===== src/rtl/pc_fetch_unit_if.sv =====
// Instruction-memory fetch channel: one-cycle request with address, returned
// word qualified by rvalid.
interface pc_fetch_unit_if #(
  parameter int BIT_WIDTH = 32
);
  logic                 imem_req;
  logic [BIT_WIDTH-1:0] imem_addr;
  logic [BIT_WIDTH-1:0] imem_rdata;
  logic                 imem_rvalid;

  modport master (
    output imem_req,
    output imem_addr,
    input  imem_rdata,
    input  imem_rvalid
  );

  modport slave (
    input  imem_req,
    input  imem_addr,
    output imem_rdata,
    output imem_rvalid
  );
endinterface


===== src/rtl/pc_fetch_unit.sv =====
// Program counter and instruction fetch for the MIPS core: fetches one word per
// retirement, steers the next PC (sequential/branch/jump/JR) and counts retires.
module pc_fetch_unit #(
  parameter int                   BIT_WIDTH = 32,
  parameter logic [BIT_WIDTH-1:0] RESET_PC  = 32'h0040_0000
) (
  input  logic                 clk,
  input  logic                 rst,
  pc_fetch_unit_if.master      imem,
  output logic [BIT_WIDTH-1:0] instr,
  output logic                 instr_valid,
  input  logic                 PCWrite,
  input  logic                 Branch,
  input  logic                 branch_cond,
  input  logic                 jump,
  input  logic                 jregister,
  input  logic [BIT_WIDTH-1:0] rs_data,
  output logic [BIT_WIDTH-1:0] pc,
  output logic [BIT_WIDTH-1:0] link_addr,
  output logic [BIT_WIDTH-1:0] instr_count,
  output logic                 misalign_err
);

  typedef enum logic [1:0] {
    IDLE  = 2'd0,
    FETCH = 2'd1,
    WAIT  = 2'd2,
    EXEC  = 2'd3
  } state_t;

  localparam logic [BIT_WIDTH-1:0] PC_STEP    = BIT_WIDTH'(32'd4);
  localparam logic [BIT_WIDTH-1:0] COUNT_STEP = BIT_WIDTH'(32'd1);

  state_t               state_r;
  logic [BIT_WIDTH-1:0] pc_r;
  logic [BIT_WIDTH-1:0] instr_r;
  logic [BIT_WIDTH-1:0] count_r;
  logic                 misalign_r;
  logic                 req_r;
  logic                 valid_r;

  logic [BIT_WIDTH-1:0] pc_plus4_s;
  logic [BIT_WIDTH-1:0] branch_off_s;
  logic [BIT_WIDTH-1:0] next_pc_s;
  logic                 jr_misaligned_s;

  // Next-PC selection; jregister outranks jump, which outranks a taken branch.
  always_comb begin
    pc_plus4_s      = pc_r + PC_STEP;
    branch_off_s    = {{(BIT_WIDTH-18){instr_r[15]}}, instr_r[15:0], 2'b00};
    jr_misaligned_s = (rs_data[1:0] != 2'b00);
    if (jregister) begin
      next_pc_s = {rs_data[BIT_WIDTH-1:2], 2'b00};
    end else if (jump) begin
      next_pc_s = {pc_plus4_s[BIT_WIDTH-1:28], instr_r[25:0], 2'b00};
    end else if (Branch && branch_cond) begin
      next_pc_s = pc_plus4_s + branch_off_s;
    end else begin
      next_pc_s = pc_plus4_s;
    end
  end

  // Fetch/retire FSM; req/valid flags are registered alongside the state so
  // they always equal the decode of the state they accompany.
  always_ff @(posedge clk) begin
    if (rst) begin
      state_r    <= IDLE;
      pc_r       <= RESET_PC;
      instr_r    <= {BIT_WIDTH{1'b0}};
      count_r    <= {BIT_WIDTH{1'b0}};
      misalign_r <= 1'b0;
      req_r      <= 1'b0;
      valid_r    <= 1'b0;
    end else begin
      misalign_r <= 1'b0;
      case (state_r)
        IDLE: begin
          state_r <= FETCH;
          req_r   <= 1'b1;
          valid_r <= 1'b0;
        end
        FETCH: begin
          state_r <= WAIT;
          req_r   <= 1'b0;
          valid_r <= 1'b0;
        end
        WAIT: begin
          // Memory may take arbitrarily long; there is deliberately no timeout.
          if (imem.imem_rvalid) begin
            instr_r <= imem.imem_rdata;
            state_r <= EXEC;
            valid_r <= 1'b1;
          end else begin
            state_r <= WAIT;
            valid_r <= 1'b0;
          end
          req_r <= 1'b0;
        end
        EXEC: begin
          if (PCWrite) begin
            pc_r       <= next_pc_s;
            count_r    <= count_r + COUNT_STEP;
            misalign_r <= jregister && jr_misaligned_s;
            state_r    <= FETCH;
            req_r      <= 1'b1;
            valid_r    <= 1'b0;
          end else begin
            state_r <= EXEC;
            req_r   <= 1'b0;
            valid_r <= 1'b1;
          end
        end
        default: begin
          state_r <= IDLE;
          req_r   <= 1'b0;
          valid_r <= 1'b0;
        end
      endcase
    end
  end

  assign imem.imem_req  = req_r;
  assign imem.imem_addr = pc_r;
  assign instr          = instr_r;
  assign instr_valid    = valid_r;
  assign pc             = pc_r;
  assign link_addr      = pc_plus4_s;
  assign instr_count    = count_r;
  assign misalign_err   = misalign_r;

endmodule


===== src/flat_wrapper.sv =====
// flat-port wrapper written by rule: the top's interface ports become plain ports
module pc_fetch_unit_flat 
#(
  parameter int                   BIT_WIDTH = 32,
  parameter logic [BIT_WIDTH-1:0] RESET_PC  = 32'h0040_0000
)
  (clk, rst, instr, instr_valid, PCWrite, Branch, branch_cond, jump, jregister, rs_data, pc, link_addr, instr_count, misalign_err, imem_imem_req, imem_imem_addr, imem_imem_rdata, imem_imem_rvalid);
  pc_fetch_unit_if #(.BIT_WIDTH(BIT_WIDTH)) imem_i ();
  input  logic clk;
  input  logic rst;
  output logic [BIT_WIDTH-1:0] instr;
  output logic instr_valid;
  input  logic PCWrite;
  input  logic Branch;
  input  logic branch_cond;
  input  logic jump;
  input  logic jregister;
  input  logic [BIT_WIDTH-1:0] rs_data;
  output logic [BIT_WIDTH-1:0] pc;
  output logic [BIT_WIDTH-1:0] link_addr;
  output logic [BIT_WIDTH-1:0] instr_count;
  output logic misalign_err;
  output wire logic [$bits(imem_i.imem_req)-1:0] imem_imem_req;
  output wire logic [$bits(imem_i.imem_addr)-1:0] imem_imem_addr;
  input wire logic [$bits(imem_i.imem_rdata)-1:0] imem_imem_rdata;
  input wire logic [$bits(imem_i.imem_rvalid)-1:0] imem_imem_rvalid;
  assign imem_imem_req = imem_i.imem_req;
  assign imem_imem_addr = imem_i.imem_addr;
  assign imem_i.imem_rdata = imem_imem_rdata;
  assign imem_i.imem_rvalid = imem_imem_rvalid;
  pc_fetch_unit #(.BIT_WIDTH(BIT_WIDTH), .RESET_PC(RESET_PC)) u_core (.clk(clk), .rst(rst), .imem(imem_i), .instr(instr), .instr_valid(instr_valid), .PCWrite(PCWrite), .Branch(Branch), .branch_cond(branch_cond), .jump(jump), .jregister(jregister), .rs_data(rs_data), .pc(pc), .link_addr(link_addr), .instr_count(instr_count), .misalign_err(misalign_err));
endmodule

===== config.mk =====
export PLATFORM = sky130hd
export DESIGN_NAME = pc_fetch_unit_flat
export DESIGN_NICKNAME = d
export VERILOG_FILES = /design/src/rtl/pc_fetch_unit_if.sv /design/src/rtl/pc_fetch_unit.sv /design/src/flat_wrapper.sv
export SDC_FILE = /design/constraint.sdc
export NUM_CORES = 1
export LEC_CHECK = 0
export ABC_AREA = 1
export CAP_MARGIN = 20
export CORE_MARGIN = 3
export CORE_UTILIZATION = 53
export CTS_CLUSTER_SIZE = 24
export DETAILED_ROUTE_END_ITERATION = 7
export GPL_TIMING_DRIVEN = 0
export PLACE_DENSITY = 0.88
export RECOVER_POWER = 100
export SLEW_MARGIN = 20
export SYNTH_ARGS = -nofsm -noshare
export SYNTH_HDL_FRONTEND = slang
export SYNTH_SLANG_ARGS = --single-unit

===== constraint.sdc =====
create_clock -name clk -period 7.3 [get_ports clk]
set_input_delay 1.46 -clock clk [delete_from_list [all_inputs] [get_ports clk]]
set_output_delay 1.46 -clock clk [all_outputs]
set_load 0.01 [all_outputs]

==> flow_summary.toml <==
[cts]
cts_post_setup_buffers_inserted = 0
tritoncts = "yes"
clock_latency_ns = 0.36
h-tree-depth = 3
post_cts_hold_buffer_count = 0
clkSinkCount = 99
cts_resized = 0
cts_root_buf = "sky130_fd_sc_hd__clkbuf_16"
clockBufferDepth = 2
cts-buffers-inserted = 9
clk_pin_slew_worst_paths_ns = 0.07

[critical_path]
critical_path_peak_fanout = 9
ff2ff_path_depth = 20
ff2ff_setup_slack_ns = 3.00
rr_startpoint = "u_core.imem.imem_addr[2]"
critical_path.startpoint_type = "register"
endpoint_kind = "output pin"
critPathKind = "register to output pin"
r2r_end = "u_core.imem.imem_addr[23]"
worst_ep_required_time_ns = 5.84
critical_path_arrival_ns = 3.20

[sta]
clock.fmax_mhz = 215
final-setup-viol-count = 0
final.period_utilization = 0.638
slew_headroom = 0.343
setup_slack_ns = 2.64
grt_setup_unrepaired = "no"
worst_margin_pin_slew_ns = 0.984
final-hold-violation-count = 0
period_needed_ns = 4.66
final.setup_skew_ns = 0.00820
fin_tns_setup_ns = 0
final_slew_violations = 0

[outcome]
status = "complete, no violations"

[detailed_routing]
drc = 0
postRouteWirelength_um = 32900
count_of_vias_placed_by_the_detailed_router = 9941
post_drt_via_cell_ratio = 5.72
initialDrtViolationCount = 1031
final_antenna_net_count = 0
drt-pass1-iter-count = 5
routed_wire_length_per_instance_um = 18.9

[grt]
grt_overflow_total = 0
first_pass_grt_wire_length_um = 50100
first_global_vias = 9406
globalRouteTotalUtil = 0.387
grt_antenna_before_repair = 0
grt_max_degree = 25

[place]
dp_cells = 1722
hpwlAfterDp_um = 26200
dpl_cell_area_sq_um = 10500
pre_cts_slack_ns = 3.38
buffer_ports.inserted = 226
place_congestion = 1.03

[finish]
final_area_sq_um = 10700
num-fill-cells = 1214
most_common_cell_after_layout_fill_and_taps_aside = "sky130_fd_sc_hd__nand2_1"
antennaDiodeCount = 0
final_net_count = 1659
layout.cells.most_common_list = "319 x sky130_fd_sc_hd__nand2_1, 185 x sky130_fd_sc_hd__nor2_1, 148 x sky130_fd_sc_hd__dlygate4sd3_1"
area_growth_from_synthesis_to_final_layout_pct = 34.2
drive_gt1_frac = 0.0521
post_layout_nonfiller_instances = 1738

[logic_synthesis]
mappedNetlistArea_sq_um = 8000
synth-edff-count = 0
async_reset_ff_frac = 0
register_bit_total_from_synthesis = 99
post_synth_inst_count = 1307
post_synth_num_cell_types = 48
part_of_the_yosys_area_used_for_sequential_elements = 0.248
ys_dominant_reg_cell = "sky130_fd_sc_hd__dfxtp_1"
avgSynthCellArea_sq_um = 6.12
synth.yosys.warnings = 0

[floorplan]
row_count = 44
top_level_ports = 235
die_height_um = 129
core_region_area_sq_um = 14600
initial_core_utilization = 0.546
die_footprint_sq_um = 16600
fp.dieW_um = 129

[pwr]
leakagePower_uw = 0.00511
power.density_cell_area_nw_per_um2 = 132
max-vdd-ir-drop_v = 0.000175

[hold_path]
timing.hold.worst_endpoint = "u_core.instr_count[28]"
hold_path.startpoint = "u_core.instr_count[28]"
hold_path.class = "register to register"
hold_path_depth = 2

[job]
drv_cap = 0
[power breakdown]
group          switching (uW)  total, uW  leakage [uW]  internal, uW
registers                35.7        597      0.000802           561
clock network             228        516      0.000153           288
logic                     169        304       0.00416           134
total                     434       1420       0.00511           983
[per-stage QoR]
| step | total power, uW | util | hold slack (ns) |
|---|---|---|---|
| finish | 1420 | 0.733 | 0.489 |
| global route | 1460 | 0.733 | 0.523 |
| CTS | 1420 | 0.739 | 0.489 |
| detailed placement | 913 | 0.718 | 0.479 |
| global placement | 907 | 0.718 | 0.465 |
| floorplan | 752 | - | 0.488 |
[metal layers]
metal / track usage / up-vias / part of all wire
met3: 0.0672 / 100 / 0.095
met1: 0.486 / 4544 / 0.39
met2: 0.651 / 610 / 0.47
met5: 0 / - / 0
met4: 0.168 / 0 / 0.040
li1: - / 4687 / -
[synthesized netlist by cell type, types with 2 or more instances]
cell / number / share of area
sky130_fd_sc_hd__buf_4: 36 / 0.034
sky130_fd_sc_hd__xnor2_1: 10 / 0.011
sky130_fd_sc_hd__a21o_1: 8 / 0.0075
sky130_fd_sc_hd__nor2_4: 6 / 0.0084
sky130_fd_sc_hd__nand2_4: 4 / 0.0056
sky130_fd_sc_hd__ha_1: 37 / 0.058
sky130_fd_sc_hd__nand2_1: 316 / 0.15
sky130_fd_sc_hd__a22oi_1: 4 / 0.0038
sky130_fd_sc_hd__a21oi_2: 3 / 0.0033
sky130_fd_sc_hd__o21ai_1: 4 / 0.0025
sky130_fd_sc_hd__nand2_2: 7 / 0.0055
sky130_fd_sc_hd__nand3b_1: 2 / 0.0019
sky130_fd_sc_hd__or2_2: 5 / 0.0039
sky130_fd_sc_hd__a21oi_1: 113 / 0.071
sky130_fd_sc_hd__inv_1: 145 / 0.068
sky130_fd_sc_hd__clkbuf_1: 33 / 0.015
sky130_fd_sc_hd__o21ai_0: 71 / 0.044
sky130_fd_sc_hd__xor2_1: 21 / 0.023
sky130_fd_sc_hd__nor4_1: 4 / 0.0031
sky130_fd_sc_hd__nand4_1: 20 / 0.016
sky130_fd_sc_hd__clkinv_1: 2 / 0.00094
sky130_fd_sc_hd__o211ai_1: 6 / 0.0056
sky130_fd_sc_hd__o21bai_1: 6 / 0.0056
sky130_fd_sc_hd__nand3_1: 87 / 0.054
sky130_fd_sc_hd__nor3b_1: 9 / 0.0084
sky130_fd_sc_hd__nor2_1: 179 / 0.084
sky130_fd_sc_hd__dfxtp_1: 99 / 0.25
sky130_fd_sc_hd__o221ai_1: 3 / 0.0033
sky130_fd_sc_hd__nor3_1: 26 / 0.016
sky130_fd_sc_hd__nor2_2: 6 / 0.0047
sky130_fd_sc_hd__o21a_1: 4 / 0.0038
sky130_fd_sc_hd__buf_2: 8 / 0.0050
sky130_fd_sc_hd__and2_1: 6 / 0.0047
sky130_fd_sc_hd__inv_2: 3 / 0.0014
[how the worst max path moves through the flow]
stage	from	end
finish	u_core.imem.imem_addr[2]	link_addr[14]
global route	u_core.imem.imem_addr[2]	link_addr[14]
CTS	u_core.imem.imem_addr[2]	link_addr[22]
detailed placement	u_core.imem.imem_addr[2]	link_addr[22]
global placement	u_core.imem.imem_addr[2]	link_addr[26]
floorplan	u_core.imem.imem_addr[2]	link_addr[28]
[worst max-delay path, cell delays in order (launching register included)]
cell	delay, ns
sky130_fd_sc_hd__dfxtp_1	0.61
sky130_fd_sc_hd__ha_1	0.35
sky130_fd_sc_hd__nand2_1	0.18
sky130_fd_sc_hd__nor2_1	0.26
sky130_fd_sc_hd__nand2_1	0.15
sky130_fd_sc_hd__nor2_1	0.27
sky130_fd_sc_hd__or2_2	0.18
sky130_fd_sc_hd__and2_0	0.21
sky130_fd_sc_hd__dlygate4sd3_1	0.63
[cell type report]
class	count	area [sq um]	area share
timing repair buffer	226	2260	0.211
clock buffer	12	256	0.0239
multi-input combinational	985	4950	0.461
tap	184	230	0.0214
inverter	150	563	0.0524
sequential	99	1980	0.185
clock inverter	4	56.3	0.00524
buffer	78	432	0.0402
[flip-flops by register name, summed over array words and instances, names as in the netlist]
| name | cells |
|---|---|
| u_core.instr_count | 32 |
| u_core.misalign_err | 1 |
| u_core.state_r | 2 |
| u_core.imem.imem_addr | 30 |
| u_core.instr_valid | 1 |
| u_core.imem.imem_req | 1 |
| u_core.instr | 32 |
[cell families after synthesis]
logic type | count (synthesis) | synth area share
flip-flops | 99 | 0.248
AO/OA/AOI/OAI | 225 | 0.153
adder cells (fa/ha/maj) | 38 | 0.0604
other | 1 | 0.000469
AND/OR/NAND/NOR | 685 | 0.378
buffers and inverters | 228 | 0.126
XOR/XNOR | 31 | 0.0339
Note: power is estimated with default switching activity, not from simulation.
